[config.mk]
export PLATFORM = sky130hd
export DESIGN_NAME = id_operand_stage
export DESIGN_NICKNAME = d
export VERILOG_FILES = /design/src/rtl/id_pkg.sv /design/src/rtl/id_scoreboard.sv /design/src/rtl/id_operand_stage.sv
export SDC_FILE = /design/constraint.sdc
export NUM_CORES = 1
export LEC_CHECK = 0
export ABC_AREA = 1
export CAP_MARGIN = 0
export CORE_MARGIN = 2
export CORE_UTILIZATION = 50
export CTS_BUF_LIST = sky130_fd_sc_hd__clkbuf_4 sky130_fd_sc_hd__clkbuf_8 sky130_fd_sc_hd__clkbuf_16
export DETAILED_ROUTE_END_ITERATION = 16
export PLACE_DENSITY = 0.92
export SETUP_SLACK_MARGIN = 0.2
export SYNTH_ARGS = -nofsm -noshare
export SYNTH_HDL_FRONTEND = slang
export SYNTH_HIERARCHICAL = 1
export SYNTH_SLANG_ARGS = --single-unit
export TNS_END_PERCENT = 5
[constraint.sdc]
create_clock -name clk -period 5.11 [get_ports clk]
set_input_delay 1.022 -clock clk [delete_from_list [all_inputs] [get_ports clk]]
set_output_delay 1.022 -clock clk [all_outputs]
set_load 0.01 [all_outputs]
[src/rtl/id_pkg.sv]
// id_pkg: shared definitions for the decode/operand-fetch stage.
//   - Datapath widths (DATA_W, ADDR_W, NUM_REGS, OPC_W).
//   - Instruction field positions: [15:11] opcode, [10:8] rd, [7:5] rs1, [4:2] rs2.
//   - Opcode class encodings (opcode[4:3]) and the decode helper.
//   - FSM state enum (S_DECODE, S_IMM).
package id_pkg;

  localparam int DATA_W   = 16;
  localparam int ADDR_W   = 3;
  localparam int NUM_REGS = 2 ** ADDR_W;
  localparam int OPC_W    = 5;

  localparam int OPC_MSB = 15;
  localparam int OPC_LSB = 11;
  localparam int RD_MSB  = 10;
  localparam int RD_LSB  = 8;
  localparam int RS1_MSB = 7;
  localparam int RS1_LSB = 5;
  localparam int RS2_MSB = 4;
  localparam int RS2_LSB = 2;

  localparam logic [1:0] CLS_LOW  = 2'b00;  // NOP (00000) or two-source ALU
  localparam logic [1:0] CLS_ONE  = 2'b01;  // one-source
  localparam logic [1:0] CLS_IMM  = 2'b10;  // one-source plus immediate word
  localparam logic [1:0] CLS_STBR = 2'b11;  // store/branch

  typedef enum logic {
    S_DECODE = 1'b0,
    S_IMM    = 1'b1
  } state_t;

  typedef struct packed {
    logic uses_rs1;
    logic uses_rs2;
    logic writes_rd;
    logic is_imm;
  } dec_t;

  function automatic dec_t decode_opc(input logic [OPC_W-1:0] opc);
    dec_t d;
    d = '0;
    case (opc[4:3])
      CLS_LOW: begin
        if (opc[2:0] != 3'b000) begin
          d.uses_rs1  = 1'b1;
          d.uses_rs2  = 1'b1;
          d.writes_rd = 1'b1;
        end
      end
      CLS_ONE: begin
        d.uses_rs1  = 1'b1;
        d.writes_rd = 1'b1;
      end
      CLS_IMM: begin
        d.uses_rs1  = 1'b1;
        d.writes_rd = 1'b1;
        d.is_imm    = 1'b1;
      end
      default: begin
        d.uses_rs1 = 1'b1;
        d.uses_rs2 = 1'b1;
      end
    endcase
    return d;
  endfunction

endpackage

[src/rtl/id_scoreboard.sv]
// id_scoreboard: one pending-write bit per architectural register.
// Ports:
//   clk, rst             clock, synchronous active-high reset (clears all bits)
//   set_en / set_addr    mark a register pending (instruction issued that writes it)
//   clr_en / clr_addr    writeback retires a register
//   kill_en / kill_addr  a flushed instruction will never write its register
//   rs1, rs2             source registers to look up
//   busy1, busy2         pending bit of rs1 / rs2
// A set and a clear of the same register in one cycle leaves the bit set.
module id_scoreboard
  import id_pkg::*;
(
  input  logic              clk,
  input  logic              rst,
  input  logic              set_en,
  input  logic [ADDR_W-1:0] set_addr,
  input  logic              clr_en,
  input  logic [ADDR_W-1:0] clr_addr,
  input  logic              kill_en,
  input  logic [ADDR_W-1:0] kill_addr,
  input  logic [ADDR_W-1:0] rs1,
  input  logic [ADDR_W-1:0] rs2,
  output logic              busy1,
  output logic              busy2
);

  logic [NUM_REGS-1:0] busy_q;
  logic [NUM_REGS-1:0] busy_d;

  always_comb begin
    busy_d = busy_q;
    if (clr_en)  busy_d[clr_addr]  = 1'b0;
    if (kill_en) busy_d[kill_addr] = 1'b0;
    // Applied last so a same-cycle set beats either clear.
    if (set_en)  busy_d[set_addr]  = 1'b1;
  end

  always_ff @(posedge clk) begin
    if (rst) busy_q <= '0;
    else     busy_q <= busy_d;
  end

  assign busy1 = busy_q[rs1];
  assign busy2 = busy_q[rs2];

endmodule

[src/rtl/id_operand_stage.sv]
// id_operand_stage: decode / operand-fetch stage of the 16-bit, 8-register core.
// Accepts fetch words over if_valid/if_ready, reads the register file
// asynchronously, stalls on RAW hazards tracked by id_scoreboard, assembles
// two-word immediate instructions and issues into the ID/EX register (ex_*).
// Ports:
//   clk, rst                     clock, synchronous active-high reset
//   if_valid, if_instr, if_ready fetch handshake
//   rf_read_addr1/2              register file read addresses (combinational)
//   rf_read_data1/2              register file read data (combinational)
//   wb_write_enable/addr/data    writeback port (data used only with bypass)
//   flush                        discard held instruction and latched header
//   ex_ready, ex_valid           execute handshake
//   ex_opcode, ex_rd, ex_op1, ex_op2, ex_imm, ex_writes_rd   ID/EX payload
// Build option: define ID_WB_BYPASS_EN to forward a same-cycle writeback into
// the operand instead of waiting for the scoreboard bit to clear.
module id_operand_stage
  import id_pkg::*;
(
  input  logic              clk,
  input  logic              rst,
  input  logic              if_valid,
  input  logic [DATA_W-1:0] if_instr,
  output logic              if_ready,
  output logic [ADDR_W-1:0] rf_read_addr1,
  output logic [ADDR_W-1:0] rf_read_addr2,
  input  logic [DATA_W-1:0] rf_read_data1,
  input  logic [DATA_W-1:0] rf_read_data2,
  input  logic              wb_write_enable,
  input  logic [ADDR_W-1:0] wb_write_addr,
  input  logic [DATA_W-1:0] wb_write_data,
  input  logic              flush,
  input  logic              ex_ready,
  output logic              ex_valid,
  output logic [OPC_W-1:0]  ex_opcode,
  output logic [ADDR_W-1:0] ex_rd,
  output logic [DATA_W-1:0] ex_op1,
  output logic [DATA_W-1:0] ex_op2,
  output logic [DATA_W-1:0] ex_imm,
  output logic              ex_writes_rd
);

  state_t                state_q;
  logic [DATA_W-1:2]     hdr_p0;
  logic [DATA_W-1:2]     cur_hdr;
  logic [OPC_W-1:0]      cur_opc;
  logic [ADDR_W-1:0]     cur_rd;
  logic [ADDR_W-1:0]     cur_rs1;
  logic [ADDR_W-1:0]     cur_rs2;
  dec_t                  dec;
  logic                  busy1;
  logic                  busy2;
  logic                  byp1;
  logic                  byp2;
  logic                  hazard;
  logic                  slot_free;
  logic                  hdr_only;
  logic                  hs;
  logic                  issue;
  logic                  kill_en;
  logic [DATA_W-1:0]     src1_p0;
  logic [DATA_W-1:0]     src2_p0;

  logic                  vld_p1;
  logic [OPC_W-1:0]      opc_p1;
  logic [ADDR_W-1:0]     rd_p1;
  logic [DATA_W-1:0]     op1_p1;
  logic [DATA_W-1:0]     op2_p1;
  logic [DATA_W-1:0]     imm_p1;
  logic                  wr_p1;

  // ---- Stage p0: decode of the current header and hazard check ----
  // While waiting for the immediate word, the latched header drives decode.
  assign cur_hdr = (state_q == S_IMM) ? hdr_p0 : if_instr[DATA_W-1:2];
  assign cur_opc = cur_hdr[OPC_MSB:OPC_LSB];
  assign cur_rd  = cur_hdr[RD_MSB:RD_LSB];
  assign cur_rs1 = cur_hdr[RS1_MSB:RS1_LSB];
  assign cur_rs2 = cur_hdr[RS2_MSB:RS2_LSB];
  assign dec     = decode_opc(cur_opc);

  assign rf_read_addr1 = cur_rs1;
  assign rf_read_addr2 = cur_rs2;

`ifdef ID_WB_BYPASS_EN
  assign byp1    = wb_write_enable && (wb_write_addr == cur_rs1);
  assign byp2    = wb_write_enable && (wb_write_addr == cur_rs2);
  assign src1_p0 = byp1 ? wb_write_data : rf_read_data1;
  assign src2_p0 = byp2 ? wb_write_data : rf_read_data2;
`else
  logic unused_wb_data;
  assign unused_wb_data = ^wb_write_data;
  assign byp1    = 1'b0;
  assign byp2    = 1'b0;
  assign src1_p0 = rf_read_data1;
  assign src2_p0 = rf_read_data2;
`endif

  id_scoreboard u_sb (
    .clk       (clk),
    .rst       (rst),
    .set_en    (issue && dec.writes_rd),
    .set_addr  (cur_rd),
    .clr_en    (wb_write_enable),
    .clr_addr  (wb_write_addr),
    .kill_en   (kill_en),
    .kill_addr (rd_p1),
    .rs1       (cur_rs1),
    .rs2       (cur_rs2),
    .busy1     (busy1),
    .busy2     (busy2)
  );

  assign hazard    = (dec.uses_rs1 && busy1 && !byp1) ||
                     (dec.uses_rs2 && busy2 && !byp2);
  assign slot_free = !vld_p1 || ex_ready;
  // An immediate header only gets latched; its sources are checked when the
  // immediate word arrives and the instruction actually issues.
  assign hdr_only  = (state_q == S_DECODE) && dec.is_imm;
  assign if_ready  = !rst && slot_free && !flush && (!hazard || hdr_only);
  assign hs        = if_valid && if_ready;
  assign issue     = hs && !hdr_only;
  // A held instruction that EX is taking this cycle still reaches writeback,
  // so only an instruction that is really dropped releases its register.
  assign kill_en   = flush && vld_p1 && !ex_ready && wr_p1;

  // ---- Stage p1: ID/EX register and FSM ----
  always_ff @(posedge clk) begin
    if (rst) begin
      state_q <= S_DECODE;
      hdr_p0  <= '0;
      vld_p1  <= 1'b0;
      opc_p1  <= '0;
      rd_p1   <= '0;
      op1_p1  <= '0;
      op2_p1  <= '0;
      imm_p1  <= '0;
      wr_p1   <= 1'b0;
    end else if (flush) begin
      state_q <= S_DECODE;
      vld_p1  <= 1'b0;
    end else begin
      if (hs) begin
        if (hdr_only) begin
          state_q <= S_IMM;
          hdr_p0  <= if_instr[DATA_W-1:2];
        end else begin
          state_q <= S_DECODE;
        end
      end
      if (issue) begin
        vld_p1 <= 1'b1;
        opc_p1 <= cur_opc;
        rd_p1  <= cur_rd;
        op1_p1 <= dec.uses_rs1 ? src1_p0 : '0;
        op2_p1 <= dec.uses_rs2 ? src2_p0 : '0;
        imm_p1 <= (state_q == S_IMM) ? if_instr : '0;
        wr_p1  <= dec.writes_rd;
      end else if (ex_ready) begin
        vld_p1 <= 1'b0;
      end
    end
  end

  assign ex_valid     = vld_p1;
  assign ex_opcode    = opc_p1;
  assign ex_rd        = rd_p1;
  assign ex_op1       = op1_p1;
  assign ex_op2       = op2_p1;
  assign ex_imm       = imm_p1;
  assign ex_writes_rd = wr_p1;

endmodule
# ---- Yosys cells after proc, flatten, opt, wreduce, memory -nomap -nowiden
# Cells that the tools add are included.
dict set report word_totals {
  ff_bits 81
  inputBits 73
  out_inout_bits 65
  wordCells 83
}
dict set report op_classes {
  magnitude_cmp 8
  n_eq_ne 2
  n_mux 25
  bitwise 7
  reduce_logical 31
}
# op count
set ops {}
lappend ops {{16-bit 2-to-1 mux} 3}
lappend ops {{8-bit 2-to-1 mux} 3}
lappend ops {{3-bit by 4-bit < comparator with 1-bit output, second input constant} 5}
lappend ops {{8-bit AND} 2}
lappend ops {{8-bit inverter} 2}
lappend ops {{1-bit logical AND} 15}
lappend ops {{14-bit 2-to-1 mux} 1}
lappend ops {{1-bit 2-to-1 mux} 10}
lappend ops {{1-bit demux with 3-bit select} 3}
lappend ops {{3-bit by 1-bit greater-or-equal comparator with 1-bit output, second input constant} 3}
lappend ops {{8-bit bitwise OR} 1}
lappend ops {{1-bit binary-select mux with 3-bit select} 2}
lappend ops {{1-bit zero test} 6}
lappend ops {{1-bit case mux with 2 select lines} 2}
lappend ops {{2-bit OR reduction} 2}
lappend ops {{1-bit logical OR} 3}
lappend ops {{3-bit 2-to-1 mux} 1}
lappend ops {{3-bit AND reduction} 1}
lappend ops {{3-bit nonzero test} 1}
lappend ops {{2-bit by 1-bit equality test with 1-bit output, second input constant} 1}
lappend ops {{2-bit equality test, second input constant} 1}
lappend ops {{2-bit zero test} 1}
lappend ops {{1-bit inverter} 2}
lappend ops {{2-bit AND reduction} 1}
lappend ops {{2-bit nonzero test} 1}

# ---- Depth between registers and ports, before layout
dict set report logic_depth {
  word_depth 13
  ltp_mapped 23
  ltp_nobuf 16
}

# ---- By module
# The synthesis kept the hierarchy.
# mod n_inst cells_each area_each_um2 seq_area_each_um2
set by_module_without_submodules {}
lappend by_module_without_submodules {id_operand_stage 1 532 3478.3 1461.4}
lappend by_module_without_submodules {id_scoreboard 1 107 634.4 160.2}

# ---- Least setup slack after synthesis
# No wires, ideal clock.
dict set report synth_path {
  path_type {input to output}
  startpoint {input if_instr[2]}
  endpoint {output if_ready}
  t_arrival_ns 2.110
  required_time_ns 4.088
  slack_ns 1.978
  path_stages 12
  n_path_buf 1
  path_cell_list {nand2_1 > o21ai_0 > buf_6 > nor2_1 > nor2_1 > nand2_1 > nand2_1 > nand2_1 > nand2_1 > o21ai_0 > a21oi_1 > a21boi_2}
}
dict set report synth_between {
  elab_chain_cells 8
}
# element line
set synth_rtl {}
lappend synth_rtl {{start: declaration} id_operand_stage.sv:22} ;# input logic [DATA_W-1:0] if_instr,
lappend synth_rtl {{14-bit 2-to-1 mux} id_operand_stage.sv:73} ;# assign cur_hdr = (state_q == S_IMM) ? hdr_p0 : if_instr[DATA_W-1:2];
lappend synth_rtl {{named net cur_hdr, one bit} id_operand_stage.sv:44} ;# logic [DATA_W-1:2] cur_hdr;
lappend synth_rtl {{1-bit binary-select mux with 3-bit select} id_scoreboard.sv:44} ;# assign busy2 = busy_q[rs2];
lappend synth_rtl {{1-bit 2-to-1 mux (not written as such)} id_scoreboard.sv:44}
lappend synth_rtl {{named net busy2} id_operand_stage.sv:51} ;# logic busy2;
lappend synth_rtl {{1-bit logical AND} id_operand_stage.sv:113} ;# (dec.uses_rs2 && busy2 && !byp2);
lappend synth_rtl {{1-bit logical OR} id_operand_stage.sv:112} ;# assign hazard = (dec.uses_rs1 && busy1 && !byp1) ||
lappend synth_rtl {{1-bit zero test} id_operand_stage.sv:118} ;# assign if_ready = !rst && slot_free && !flush && (!hazard || hdr_only);
lappend synth_rtl {{1-bit logical OR} id_operand_stage.sv:118}
lappend synth_rtl {{1-bit logical AND} id_operand_stage.sv:118}
lappend synth_rtl {{end: declaration} id_operand_stage.sv:23} ;# output logic if_ready,
# The timed path passes the listed nets, and every way through them passes these cells. The select of a mux whose other input is x is not followed.

# ---- Worst setup path in the final report
dict set report layout_path {
  startpoint {input if_instr[2]}
  endpoint {output if_ready}
}
dict set report layout_between {
  elab_chain_cells 8
}
# element line
set layout_rtl {}
lappend layout_rtl {{14-bit 2-to-1 mux} id_operand_stage.sv:73}
lappend layout_rtl {{1-bit binary-select mux with 3-bit select} id_scoreboard.sv:44}
lappend layout_rtl {{1-bit 2-to-1 mux (not written as such)} id_scoreboard.sv:44}
lappend layout_rtl {{named net busy2} id_operand_stage.sv:51}
lappend layout_rtl {{1-bit logical AND} id_operand_stage.sv:113}
lappend layout_rtl {{1-bit logical OR} id_operand_stage.sv:112}
lappend layout_rtl {{1-bit zero test} id_operand_stage.sv:118}
lappend layout_rtl {{1-bit logical OR} id_operand_stage.sv:118}
lappend layout_rtl {{1-bit logical AND} id_operand_stage.sv:118}
# The timed path passes the listed nets, and every way through them passes these cells. The select of a mux whose other input is x is not followed.

==> impl_metrics.prom <==
# TYPE chip_impl_metric gauge
chip_impl_metric{name="syn-num-nets",unit=""} 715
chip_impl_metric{name="fp_rows",unit=""} 33
chip_impl_metric{name="die-area",unit="sq mm"} 0.008967
chip_impl_metric{name="pin_count_of_the_biggest_net_entering_global_routing",unit=""} 58
chip_impl_metric{name="grt_pass1_wl",unit="mm"} 16.74
chip_impl_info{name="worstHoldEndpoint",value="ex_imm[13]$_SDFFE_PP0P_"} 1
chip_impl_metric{name="netlist_area",unit="sq mm"} 0.004113
chip_impl_metric{name="yosys_register_bits",unit=""} 81
chip_impl_metric{name="global_route.usage.met2",unit="%"} 41.08
chip_impl_metric{name="final_antenna_net_count",unit=""} 0
chip_impl_info{name="grt_setup_unrepaired",value="no"} 1
chip_impl_metric{name="numPortBuffers",unit=""} 121
chip_impl_info{name="cts_tree",value="done"} 1
chip_impl_metric{name="worstPathArrival",unit="ns"} 3.69
chip_impl_metric{name="place_congestion",unit=""} 0.8467
chip_impl_metric{name="dr_vias",unit=""} 4120
chip_impl_info{name="timing.rr.start",value="state_q$_SDFFE_PP0P_"} 1
chip_impl_metric{name="global_route.usage.total",unit="%"} 23.18
chip_impl_metric{name="critical_path.max_fanout",unit=""} 9
chip_impl_metric{name="cts_resized",unit=""} 0
chip_impl_metric{name="flow.area_growth_from_synthesis",unit="%"} 33.56
chip_impl_metric{name="final.setup_skew",unit="ns"} 0.01281
chip_impl_info{name="dominantRegCellSynth",value="dfxtp_1"} 1
chip_impl_metric{name="area.sequential",unit="sq mm"} 0.001622
chip_impl_metric{name="ctsHoldBuffers",unit=""} 0
chip_impl_info{name="rr_endpoint",value="u_sb/busy_q[6]$_SDFF_PP0_"} 1
chip_impl_info{name="criticalPathCategory",value="in2out"} 1
chip_impl_metric{name="first_global_vias",unit=""} 3964
chip_impl_metric{name="post-route-worst-setup-slack",unit="ns"} 0.3975
chip_impl_metric{name="cts_sinks",unit=""} 81
chip_impl_metric{name="grt.met3_usage",unit="%"} 5.906
chip_impl_info{name="gr-max-usage-layer",value="met2"} 1
chip_impl_metric{name="dp.final_hpwl",unit="mm"} 7.251
chip_impl_metric{name="final_period_utilization",unit="%"} 92.22
chip_impl_metric{name="synth_seq_area_share",unit="%"} 39.43
chip_impl_metric{name="max_clock_freq",unit="GHz"} 0.2122
chip_impl_metric{name="htree_num_levels",unit=""} 3
chip_impl_metric{name="min_path_cells",unit=""} 2
chip_impl_metric{name="synth-warning-count",unit=""} 6
chip_impl_metric{name="core_area",unit="sq mm"} 0.008093
chip_impl_metric{name="die_width",unit="microns"} 94.70
chip_impl_metric{name="dpl_worst_slack",unit="ns"} 0.4854
chip_impl_metric{name="fp.dieH",unit="microns"} 94.70
chip_impl_metric{name="cts_bufs_inserted",unit=""} 9
chip_impl_metric{name="placed_area",unit="sq mm"} 0.005276
chip_impl_metric{name="clock_latency",unit="ns"} 0.35
chip_impl_metric{name="p_leak",unit="nW"} 2.510
chip_impl_metric{name="gr-usage-met1",unit="%"} 26.36
chip_impl_metric{name="detail_route.vias_per_cell",unit=""} 4.887
chip_impl_metric{name="finalWirelength",unit="mm"} 10.07
chip_impl_metric{name="synth_async_sr_flop_share",unit="%"} 0
chip_impl_metric{name="routed_wire_length_per_instance",unit="microns"} 11.94
chip_impl_info{name="hold_path_startpoint",value="ex_imm[13]$_SDFFE_PP0P_"} 1
chip_impl_metric{name="synthDistinctLibCells",unit=""} 25
chip_impl_metric{name="count_of_flip_flops_with_a_built_in_enable_after_synthesis",unit=""} 0
chip_impl_metric{name="cp.required",unit="ns"} 4.09
chip_impl_metric{name="area_used_by_multi_input_combinational_logic",unit="sq mm"} 0.001827
chip_impl_info{name="outcome",value="completed"} 1
chip_impl_metric{name="final.setup.tns",unit="ns"} 0
chip_impl_info{name="crit_path_end_kind",value="primary output"} 1
chip_impl_metric{name="initial_core_util",unit="%"} 50.82
chip_impl_metric{name="power_density",unit="mW/mm^2"} 263.5
chip_impl_metric{name="clock_path_buffers",unit=""} 2
chip_impl_metric{name="boundaryPins",unit=""} 138
chip_impl_info{name="critical_path.startpoint_type",value="primary input"} 1
chip_impl_metric{name="final_area",unit="sq mm"} 0.005493
chip_impl_metric{name="setup.reg_to_reg.worst_slack",unit="ns"} 0.91
chip_impl_info{name="clockRootBuffer",value="clkbuf_8"} 1
chip_impl_metric{name="final.fill_count",unit=""} 671
chip_impl_metric{name="maxSlewHeadroom",unit="%"} 21.65
chip_impl_metric{name="drcViolationCount",unit=""} 0
chip_impl_metric{name="post-cts-setup-buffer-count",unit=""} 0
chip_impl_info{name="hold_path_class",value="reg2reg"} 1
chip_impl_metric{name="vdd.ir_drop.worst",unit="mV"} 0.2177
chip_impl_metric{name="cts.clk_slew.worst_paths",unit="ns"} 0.07
chip_impl_metric{name="globalRouteOverflowTotal",unit=""} 0
chip_impl_metric{name="first_iter_violations",unit=""} 224
chip_impl_metric{name="timing.final.crit_period",unit="ns"} 4.713
chip_impl_metric{name="worstMarginPinSlew",unit="ns"} 1.167
chip_impl_metric{name="grt_antenna_before_repair",unit=""} 0
chip_impl_metric{name="antenna-diode-count",unit=""} 0
chip_impl_metric{name="first_pass_iters",unit=""} 5
chip_impl_metric{name="synth.avg_cell_area",unit="sq um"} 6.436
chip_impl_metric{name="layout_net_count",unit=""} 811
chip_impl_metric{name="hold_violations",unit=""} 0
chip_impl_metric{name="finalMaxSlewViolations",unit=""} 0
chip_impl_metric{name="rr_worst_depth",unit=""} 15
chip_impl_metric{name="cap_viol_max_count",unit=""} 0
chip_impl_metric{name="finalSetupViolations",unit=""} 0
chip_impl_metric{name="post_synth_inst_count",unit=""} 639
chip_impl_metric{name="drive_above_1_share",unit="%"} 4.472
## sequential cells by signal (all words and copies together), names as in the netlist
| register | cells |
|---|---|
| ex_imm | 16 |
| ex_op1 | 16 |
| ex_op2 | 16 |
| hdr_p0 | 14 |
| u_sb/busy_q | 8 |
| ex_opcode | 5 |
| ex_rd | 3 |
| ex_valid | 1 |
| ex_writes_rd | 1 |
| state_q | 1 |
## worst max-delay path by stage
stage                     slack, ns  cells past startpoint  endpoint                 start
final                          0.40                     12  if_ready           if_instr[2]
after global placement         0.61                     12  if_ready           if_instr[2]
after global routing           0.22                     12  if_ready  state_q$_SDFFE_PP0P_
after detailed placement       0.49                     12  if_ready           if_instr[2]
after floorplan                1.98                     12  if_ready           if_instr[2]
after CTS                      0.48                     12  if_ready           if_instr[2]
## through the flow
stage | util [%] | cells | hold WS [ns] | power [mW]
final | 67.87 | 843 | 0.4735 | 1.447
after global routing | 67.87 | 843 | 0.4997 | 1.514
after floorplan | - | 639 | 0.4573 | 0.8259
after detailed placement | 65.20 | 829 | 0.4657 | 0.9438
after global placement | 65.20 | 829 | 0.4488 | 0.9337
after CTS | 67.87 | 843 | 0.4778 | 1.457
## cell usage after synthesis, drive strengths merged, types with 4 or more instances
cell / number / area, sq um
nand3: 21 / 117.6
dfxtp: 81 / 1622
o21ai: 16 / 80.08
inv: 120 / 450.4
nor2: 87 / 341.6
buf: 23 / 162.6
o211ai: 4 / 30.03
a21oi: 63 / 319.1
nand4: 10 / 75.07
clkbuf: 16 / 60.06
o21bai: 20 / 150.1
nand2: 174 / 655.6
## final cells by class
class	instances	area share, %
Clock buffer	11	2.756
Clock inverter	3	1.185
Inverter	120	8.200
Multi-Input combinational cell	399	33.26
Sequential cell	81	29.52
Tap cell	105	2.392
Timing Repair Buffer	124	22.69
## where the power goes
| group | total, mW | internal (mW) | switching [mW] |
|---|---|---|---|
| combinational | 0.259 | 0.126 | 0.133 |
| clock | 0.518 | 0.296 | 0.222 |
| sequential | 0.670 | 0.656 | 0.0141 |
## per-layer routing
layer | share of wire, % | vias up
li1 | - | 2113
met1 | 39 | 1845
met2 | 51 | 136
met3 | 7.4 | 26
met4 | 2.3 | 0
met5 | 0 | -
## logic make-up (layout without fill, tap and decap cells)
group / Yosys count / in the layout / synth area share [%]
AO/OA/AOI/OAI: 104 / 104 / 14.36
flip-flops: 81 / 81 / 39.43
AND/OR/NAND/NOR: 292 / 292 / 28.93
buffers and inverters: 159 / 258 / 16.37
adder cells (fa/ha/maj): 3 / 3 / 0.9128
## worst max-delay path: stages
cell,delay (ns)
clkdlybuf4s50_1,0.52
nand2_1,0.07
o21ai_0,0.35
nand2_1,0.17
o211ai_1,0.16
nand2_1,0.08
nand2_1,0.06
nand2_1,0.07
o21ai_0,0.08
a21oi_1,0.13
a21boi_2,0.37
clkdlybuf4s50_1,0.62
## layout by cell type (no fill, tap or decap), types with 2 or more instances in the layout
cell / netlist / layout
clkbuf_8: 0 / 11
ha_1: 3 / 3
nand3_1: 20 / 20
o211ai_1: 4 / 4
a21oi_1: 62 / 62
nand4_1: 8 / 8
bufinv_16: 0 / 2
inv_2: 6 / 6
nor2_2: 3 / 3
buf_4: 7 / 2
o21bai_1: 20 / 20
nor2_1: 83 / 83
nand2_1: 173 / 173
inv_1: 114 / 114
o21ai_0: 12 / 11
dfxtp_1: 81 / 81
o21ai_1: 4 / 5
clkdlybuf4s50_1: 0 / 121
Note: power is estimated with default switching activity, not from simulation.
